===== config.mk =====
export PLATFORM = sky130hd
export DESIGN_NAME = mips_fetch_unit
export DESIGN_NICKNAME = d
export VERILOG_FILES = /design/src/rtl/mips_fetch_pkg.sv /design/src/rtl/fetch_queue.sv /design/src/rtl/mips_fetch_unit.sv
export SDC_FILE = /design/constraint.sdc
export NUM_CORES = 1
export LEC_CHECK = 0
export CORE_MARGIN = 3
export CORE_UTILIZATION = 40
export CTS_BUF_LIST = sky130_fd_sc_hd__clkbuf_8
export DETAILED_ROUTE_END_ITERATION = 8
export HOLD_SLACK_MARGIN = 0.05
export SYNTH_ARGS = -nofsm -noshare
export SYNTH_HDL_FRONTEND = slang
export SYNTH_SLANG_ARGS = --single-unit

===== constraint.sdc =====
create_clock -name clk -period 4.5 [get_ports clk]
set_input_delay 0.9 -clock clk [delete_from_list [all_inputs] [get_ports clk]]
set_output_delay 0.9 -clock clk [all_outputs]
set_load 0.01 [all_outputs]

===== src/rtl/mips_fetch_pkg.sv =====
// Shared types and constants for the decoupled MIPS instruction-fetch front end.
// Queue entries carry a fetch PC together with the instruction word returned for it.
package mips_fetch_pkg;

  localparam int FETCH_ADDR_W = 32;
  localparam int FETCH_DATA_W = 32;

  localparam logic [FETCH_ADDR_W-1:0] DEFAULT_RESET_VECTOR = 32'hBFC0_0000;
  localparam logic [FETCH_ADDR_W-1:0] HALT_ADDR            = '0;

  // FS_HALTING waits for dropped responses to drain before active falls.
  typedef enum logic [1:0] {
    FS_RUN     = 2'd0,
    FS_HALTING = 2'd1,
    FS_HALTED  = 2'd2
  } fetch_state_t;

  typedef struct packed {
    logic [FETCH_ADDR_W-1:0] pc;
    logic [FETCH_DATA_W-1:0] instr;
  } fetch_entry_t;

  function automatic int count_width(input int depth);
    return $clog2(depth + 1);
  endfunction

endpackage


===== src/rtl/fetch_queue.sv =====
// Ring-buffer prefetch queue: a slot is reserved with its PC at issue time and
// completed with the instruction word when the in-order response arrives.
module fetch_queue
  import mips_fetch_pkg::*;
#(
  parameter int DEPTH = 4,
  localparam int PW = $clog2(DEPTH),
  localparam int CW = count_width(DEPTH)
) (
  input  logic                    clk,
  input  logic                    rst,
  input  logic                    en,
  input  logic                    reserve,
  input  logic [FETCH_ADDR_W-1:0] reserve_pc,
  input  logic                    fill,
  input  logic [FETCH_DATA_W-1:0] fill_instr,
  input  logic                    pop,
  input  logic                    flush,
  output logic                    head_valid,
  output fetch_entry_t            head,
  output logic [CW-1:0]           count
);

  fetch_entry_t   mem [DEPTH];
  logic [PW-1:0]  rd_ptr;
  logic [PW-1:0]  wr_ptr;
  logic [PW-1:0]  fill_ptr;

  // DEPTH is a power of two, so pointers wrap by natural overflow.
  always_ff @(posedge clk or posedge rst) begin
    if (rst) begin
      rd_ptr   <= '0;
      wr_ptr   <= '0;
      fill_ptr <= '0;
      count    <= '0;
    end else if (en) begin
      if (flush) begin
        rd_ptr   <= '0;
        wr_ptr   <= '0;
        fill_ptr <= '0;
        count    <= '0;
      end else begin
        if (reserve) wr_ptr   <= wr_ptr + PW'(1);
        if (fill)    fill_ptr <= fill_ptr + PW'(1);
        if (pop)     rd_ptr   <= rd_ptr + PW'(1);
        count <= count + CW'(fill) - CW'(pop);
      end
    end
  end

  always_ff @(posedge clk) begin
    if (en && !flush) begin
      if (reserve) mem[wr_ptr].pc      <= reserve_pc;
      if (fill)    mem[fill_ptr].instr <= fill_instr;
    end
  end

  assign head_valid = (count != '0);
  assign head       = mem[rd_ptr];

endmodule


===== src/rtl/mips_fetch_unit.sv =====
// Decoupled instruction fetch: PC, credit-limited issue to a variable-latency memory,
// drop counting for responses orphaned by a redirect, and halt on jump to address 0.
//
// Handshakes: a memory request transfers on a rising edge where instr_read=1 and
// instr_waitrequest=0, and instr_read/instr_address hold while stalled; a queue entry
// transfers to decode on an edge where out_valid=1, out_ready=1 and clk_enable=1.
module mips_fetch_unit
  import mips_fetch_pkg::*;
#(
  parameter int               ADDR_W       = 32,
  parameter int               DATA_W       = 32,
  parameter int               DEPTH        = 4,
  parameter logic [ADDR_W-1:0] RESET_VECTOR = ADDR_W'(DEFAULT_RESET_VECTOR)
) (
  input  logic              clk,
  input  logic              reset,
  input  logic              clk_enable,
  output logic              active,
  output logic [ADDR_W-1:0] instr_address,
  output logic              instr_read,
  input  logic              instr_waitrequest,
  input  logic [DATA_W-1:0] instr_readdata,
  input  logic              instr_readdatavalid,
  input  logic              redirect,
  input  logic [ADDR_W-1:0] redirect_target,
  output logic              out_valid,
  input  logic              out_ready,
  output logic [ADDR_W-1:0] out_pc,
  output logic [DATA_W-1:0] out_instr
);

  localparam int CW = count_width(DEPTH);
  localparam int SW = CW + 2;

  typedef logic [CW-1:0] cnt_t;

  fetch_state_t      state;
  logic [ADDR_W-1:0] pc;
  cnt_t              outstanding;
  cnt_t              drop;
  cnt_t              count;
  logic [SW-1:0]     in_flight;
  logic              has_credit;
  logic              accept;
  logic              resp_drop;
  logic              resp_fill;
  logic              take_redirect;
  logic              pop;
  cnt_t              drop_after_resp;
  cnt_t              drop_on_redirect;
  fetch_entry_t      head;
  logic              head_valid;

  // Orphaned reads still occupy slots they will never fill, so drop counts against
  // the credit too; this caps every counter at DEPTH across back-to-back redirects.
  assign in_flight  = SW'(count) + SW'(outstanding) + SW'(drop);
  assign has_credit = (in_flight < SW'(DEPTH));

  assign instr_read    = !reset && clk_enable && (state == FS_RUN) && !redirect && has_credit;
  assign instr_address = pc;
  assign accept        = instr_read && !instr_waitrequest;

  assign resp_drop     = clk_enable && instr_readdatavalid && (drop != '0);
  assign resp_fill     = clk_enable && instr_readdatavalid && (drop == '0);
  assign take_redirect = clk_enable && redirect && (state == FS_RUN);
  assign pop           = head_valid && out_ready && clk_enable;

  assign drop_after_resp  = drop - cnt_t'(resp_drop);
  assign drop_on_redirect = drop + outstanding - cnt_t'(instr_readdatavalid);

  always_ff @(posedge clk or posedge reset) begin
    if (reset) begin
      state       <= FS_RUN;
      pc          <= RESET_VECTOR;
      outstanding <= '0;
      drop        <= '0;
    end else if (clk_enable) begin
      if (take_redirect) begin
        pc          <= redirect_target;
        outstanding <= '0;
        drop        <= drop_on_redirect;
        if (redirect_target == ADDR_W'(HALT_ADDR))
          state <= (drop_on_redirect == '0) ? FS_HALTED : FS_HALTING;
      end else begin
        if (accept) pc <= pc + ADDR_W'(4);
        outstanding <= outstanding + cnt_t'(accept) - cnt_t'(resp_fill);
        drop        <= drop_after_resp;
        if ((state == FS_HALTING) && (drop_after_resp == '0))
          state <= FS_HALTED;
      end
    end
  end

  assign active = (state != FS_HALTED);

  fetch_queue #(
    .DEPTH (DEPTH)
  ) u_queue (
    .clk        (clk),
    .rst        (reset),
    .en         (clk_enable),
    .reserve    (accept),
    .reserve_pc (FETCH_ADDR_W'(pc)),
    .fill       (resp_fill),
    .fill_instr (FETCH_DATA_W'(instr_readdata)),
    .pop        (pop),
    .flush      (take_redirect),
    .head_valid (head_valid),
    .head       (head),
    .count      (count)
  );

  assign out_valid = head_valid;
  assign out_pc    = ADDR_W'(head.pc);
  assign out_instr = DATA_W'(head.instr);

endmodule


# Word level (Yosys, flattened, before mapping)
# Memory sizes are Yosys's and may differ from the RTL's.
# Index checks and enable logic that the tools add are counted.
# classes
eq_ne	3
muxes	21
addsub	13
reduce_logical	33
n_lt_le_gt_ge	1
# ops
op	count
$mux W32	2
$add A32 B3 Y32 const B	1
$logic_not A32 Y1	1
$mux W2	10
$logic_and A1 B1 Y1	14
$sub A3 B1 Y3	4
$logic_not A3 Y1	3
$mux W3	3
$reduce_bool A2 Y1	4
$add A2 B1 Y2 const B	3
$add A3 B1 Y3	2
$mux W1	6
$reduce_and A2 Y1	3
$reduce_bool A3 Y1	2
$add A4 B3 Y5	1
$lt A5 B3 Y1 const B	1
$add A3 B3 Y4	1
$logic_not A1 Y1	4
$ne A2 B2 Y1 const B	2
$add A3 B3 Y3	1
$reduce_and A3 Y1	1
$eq A2 B1 Y1 const B	1
$logic_not A2 Y1	1
# totals
in_bits	71
mem_bits_rw	256
n_memories	1
reg_bits	49
out_inout_bits	99
# mem_list
name	words	width	rd	rd_clocked_by_memory_dff	write_ports	line_no	text
u_queue.mem	4	64	1	0	2	fetch_queue.sv:24	fetch_entry_t mem [DEPTH];

# Depth between registers and ports, before layout
# depth
depth_word	9
depth_mapped	18
ltp_nobuf	17

# Cells and area by module
# From an unflattened synthesis, not the netlist that was laid out.
# unflattened
hier_cells	741
area_unflattened_um2	12757.2
# by_module_without_submodules
module	area_per_inst_um2	instances	cells_per_inst
fetch_queue	9887.0	1	403
mips_fetch_unit	2870.3	1	338

# Least setup slack after synthesis
# No wires, ideal clock.
# synth_timing
kind	reg2reg
start	register outstanding[1]
end	register outstanding[2]
arrival_time_ns	3.663
setup_ns	0.127
synth_period_minus_slack_ns	3.791
required_ns	4.373
path_buffers	1
path_slack_ns	0.709
stages_incl_launch_ff	19
path_cell_list	dfrtp_1 inv_1 fa_1 nor2_1 fa_1 nor3_1 o211ai_2 nor2_4 inv_2 buf_2 ha_1 inv_1 ha_1 inv_1 fa_1 xor2_1 o21ai_0 nand2_1 o21ai_0
# synth_via
elab_chain_cells	8
# synth_rtl
element	line_no	text
start: declaration	mips_fetch_unit.sv:39	cnt_t outstanding;
start signal: assignment	mips_fetch_unit.sv:86	outstanding <= outstanding + cnt_t'(accept) - cnt_t'(resp_fill);
$add A3 B3 Y4	mips_fetch_unit.sv:56	assign in_flight = SW'(count) + SW'(outstanding) + SW'(drop);
$add A4 B3 Y5	mips_fetch_unit.sv:56	
$lt A5 B3 Y1	mips_fetch_unit.sv:57	assign has_credit = (in_flight < SW'(DEPTH));
$logic_and A1 B1 Y1	mips_fetch_unit.sv:59	assign instr_read = !reset && clk_enable && (state == FS_RUN) && !redirect && has_credit;
$logic_and A1 B1 Y1	mips_fetch_unit.sv:61	assign accept = instr_read && !instr_waitrequest;
$add A3 B1 Y3 *	mips_fetch_unit.sv:86	
$sub A3 B1 Y3 *	mips_fetch_unit.sv:86	
$mux W3 *	mips_fetch_unit.sv:78	if (take_redirect) begin
# Every way passes the cells marked *; elsewhere a longest branch is shown, timed or not.
# A chain may end at the register's enable or synchronous reset.

# Final worst setup path
# layout_timing
start	register outstanding[1]
end	output instr_read
# layout_via
elab_chain_cells	4
# layout_rtl
element	line_no	text
$add A3 B3 Y4	mips_fetch_unit.sv:56	
$add A4 B3 Y5	mips_fetch_unit.sv:56	
$lt A5 B3 Y1	mips_fetch_unit.sv:57	
$logic_and A1 B1 Y1	mips_fetch_unit.sv:59	
end: declaration	mips_fetch_unit.sv:20	output logic instr_read,
# Every way passes these cells.

==> results_dict.tcl <==
set metrics [dict create \
    reg2reg_to "outstanding[2]" \
    seq_area_frac_synth 0.7093 \
    first_global_vias 7600 \
    antenna_found_initial 0 \
    timing.slew.headroom 0.4604 \
    worstSkewPairLatency_ns 0.57 \
    ios 170 \
    syn-cell-area_um2 12580 \
    dpl.hpwl_mm 18.24 \
    finalSetupViolCount 0 \
    period_share 0.9503 \
    post_synth_num_cell_types 61 \
    core_area_um2 30830 \
    grtUsageTotal 0.1719 \
    drc 0 \
    cts_made_buffers 52 \
    cts_tree "done" \
    drive_gt1_frac 0.1985 \
    worstHoldPathType "reg2reg" \
    mostFrequentLayoutCells "256 x edfxtp_1, 169 x clkdlybuf4s50_1, 64 x mux4_2" \
    min_from "u_queue.count[2]" \
    hold_buffers 0 \
    die-area_um2 33620 \
    pre_cts_slack_ns 0.5707 \
    synth_flop_cell "edfxtp_1" \
    h-tree-depth 2 \
    gp_congestion 0.8325 \
    period_needed_ns 4.276 \
    slew_viol_final 0 \
    die_y_um 183.4 \
    syn_avg_cell_area_um2 17.90 \
    p_leak_nw 5.468 \
    ant_nets 0 \
    tns_ns 0 \
    endpoint_kind "primary output" \
    syn_to_final_growth_pct 26.05 \
    root_buffer "clkbuf_8" \
    crit_family "adder cells" \
    path_clk_slew_ns 0.06 \
    rr_startpoint "outstanding[1]" \
    post-route-util 0.5144 \
    cp.buffers_inverters 2 \
    outcome "complete, no violations" \
    worstSetupStartpoint "outstanding[1]" \
    ys_warn_count 0 \
    synth_edf_count 256 \
    crit_chain "inv_1, fa_1, nor2_1, fa_1, nor3_2, o211ai_2, a31oi_1, clkdlybuf4s50_1" \
    r2r_setup_slack_ns 0.71 \
    synthTopCellsByArea "edfxtp_1 61%, mux4_2 11%, dfrtp_1 8.0%" \
    worst_slew_pin_slew_ns 0.8082 \
    port_buffers 169 \
    initial_core_util 0.4081 \
    critPathMostFrequentCell "fa_1" \
    final_common_cell "edfxtp_1" \
    wl_mm 28.67 \
    overflow 0 \
    cap_violations 0 \
    multi_input_area_um2 3397 \
    clock_path_buffers 3 \
    vias 7238 \
    grt_max_degree 50 \
    hold_depth 2 \
    required_ns 3.60 \
    vias_per_cell 5.330 \
    fin_ws_ns 0.2238 \
    holdPathEnd "u_queue.count[2]" \
    die-width_um 183.4 \
    fin_skew_ns 0.01564 \
    crit_path_start_kind "register" \
    power.density_nw_per_um2 524.5 \
    final-seq-area_um2 8930 \
    rows 64 \
    cts.sinks 305 \
    reg2reg_depth 18 \
    cp_slowest_cell "clkdlybuf4s50_1" \
    synthArstFlopShare 0.1607 \
    diodes 0 \
    fmax_mhz 233.9 \
    synth_top_area_frac 0.6110 \
    rsz0062_at_grt "no" \
    fillers 2548 \
    drtIter0Drc 504 \
    wl_per_cell_um 21.11 \
    syn_nets 801 \
    cpPeakStageDelay_ns 0.58 \
    crit_path_max_fanout 3 \
    syn_inst 703 \
    dr.pass1.iters 5 \
    hold_viol_final 0 \
    fin_nets 1017 \
    synth_top_cell_by_area "edfxtp_1" \
    crit_type "reg2out" \
    yosys_register_bits 305 \
    ir_worst_vdd_mv 0.3716 \
    critPathArrivalTime_ns 3.38 \
    grt_pass1_wl_mm 44.67 \
]
how the worst max path moves through the flow:
stage	slack, ns	cells past startpoint	end
2_1_floorplan	0.71	18	outstanding[2]
3_3_place_gp	0.66	8	instr_read
3_5_place_dp	0.57	8	instr_read
4_1_cts	0.06	8	instr_read
5_1_grt	0.01	8	instr_read
6_report	0.22	8	instr_read
worst register-to-register path: stages, from the launching register on:
cell and delay (ns):
dfrtp_1 0.41, inv_1 0.11, fa_1 0.56, nor2_1 0.20, fa_1 0.45, nor3_2 0.17, o211ai_2 0.13, buf_4 0.17
nor2_4 0.11, inv_2 0.04, ha_1 0.26, inv_1 0.05, ha_1 0.13, inv_1 0.04, fa_1 0.36, xor2_1 0.21
o21ai_0 0.10, nand2_1 0.08, o21ai_0 0.08
per-layer routing:
layer | track usage | wire length (um) | up-vias
li1 | - | - | 3267
met1 | 0.2407 | 12540 | 3653
met2 | 0.2772 | 13670 | 271
met3 | 0.03749 | 1963 | 47
met4 | 0.04388 | 505 | 0
met5 | 0 | 0 | -
through the flow:
step | power [mW] | std cells | hold slack (ns) | cell area, um2
detailed placement | 6.002 | 1260 | 0.5086 | 14830
CTS | 8.454 | 1358 | 0.5232 | 15860
global route | 8.783 | 1358 | 0.5601 | 15860
floorplan | 4.885 | 703 | 0.4611 | 12580
global placement | 5.992 | 1260 | 0.4940 | 14830
finish | 8.318 | 1358 | 0.5181 | 15860
flip-flops by register name, summed over array words and instances (netlist names):
| name | count |
|---|---|
| drop | 3 |
| u_queue.wr_ptr | 2 |
| u_queue.count | 3 |
| u_queue.rd_ptr | 2 |
| outstanding | 3 |
| instr_address | 32 |
| u_queue.fill_ptr | 2 |
| u_queue.mem | 256 |
| state | 2 |
layout make-up:
class / count / area share
clock buffers: 59 / 0.05120
clock inverters: 38 / 0.01317
inverters: 34 / 0.008047
multi-input cells: 334 / 0.2142
flip-flops and latches: 305 / 0.5630
well taps: 396 / 0.03124
repair buffers: 192 / 0.1191
kinds of logic after synthesis:
| family | after synthesis | share of synthesized area |
|---|---|---|
| AO/OA/AOI/OAI | 85 | 0.04962 |
| XOR/XNOR | 12 | 0.008353 |
| adder cells (fa/ha/maj) | 27 | 0.03043 |
| buffers and inverters | 64 | 0.02108 |
| flip-flops | 305 | 0.7093 |
| multiplexers | 67 | 0.1170 |
| AND/OR/NAND/NOR | 143 | 0.06414 |
power by group:
group,switching (mW),internal [mW]
clock,1.13,1.27
sequential,0.305,3.29
combinational,1.04,1.28
synthesized netlist by cell type (4+ instances only):
cell	n
a21o_1	9
a21oi_1	11
a221o_1	11
a31oi_1	4
and3_1	12
buf_1	4
buf_2	11
clkbuf_1	12
dfrtp_1	40
dfstp_2	9
edfxtp_1	256
fa_1	6
ha_1	21
inv_1	33
mux4_2	64
nand2_1	35
nand3_1	16
nand4_1	13
nor2_1	24
nor3_1	14
nor4_1	9
o211ai_1	5
o21ai_0	18
o311ai_0	4
xnor2_1	7
xor2_1	5
timing repair:
action	4_1_cts	5_1_grt
setup buffers	1	0
endpoints found under the setup margin	1	1
pin swaps	1	0
resized for setup	0	1
Power figures use the tool's default switching activity.
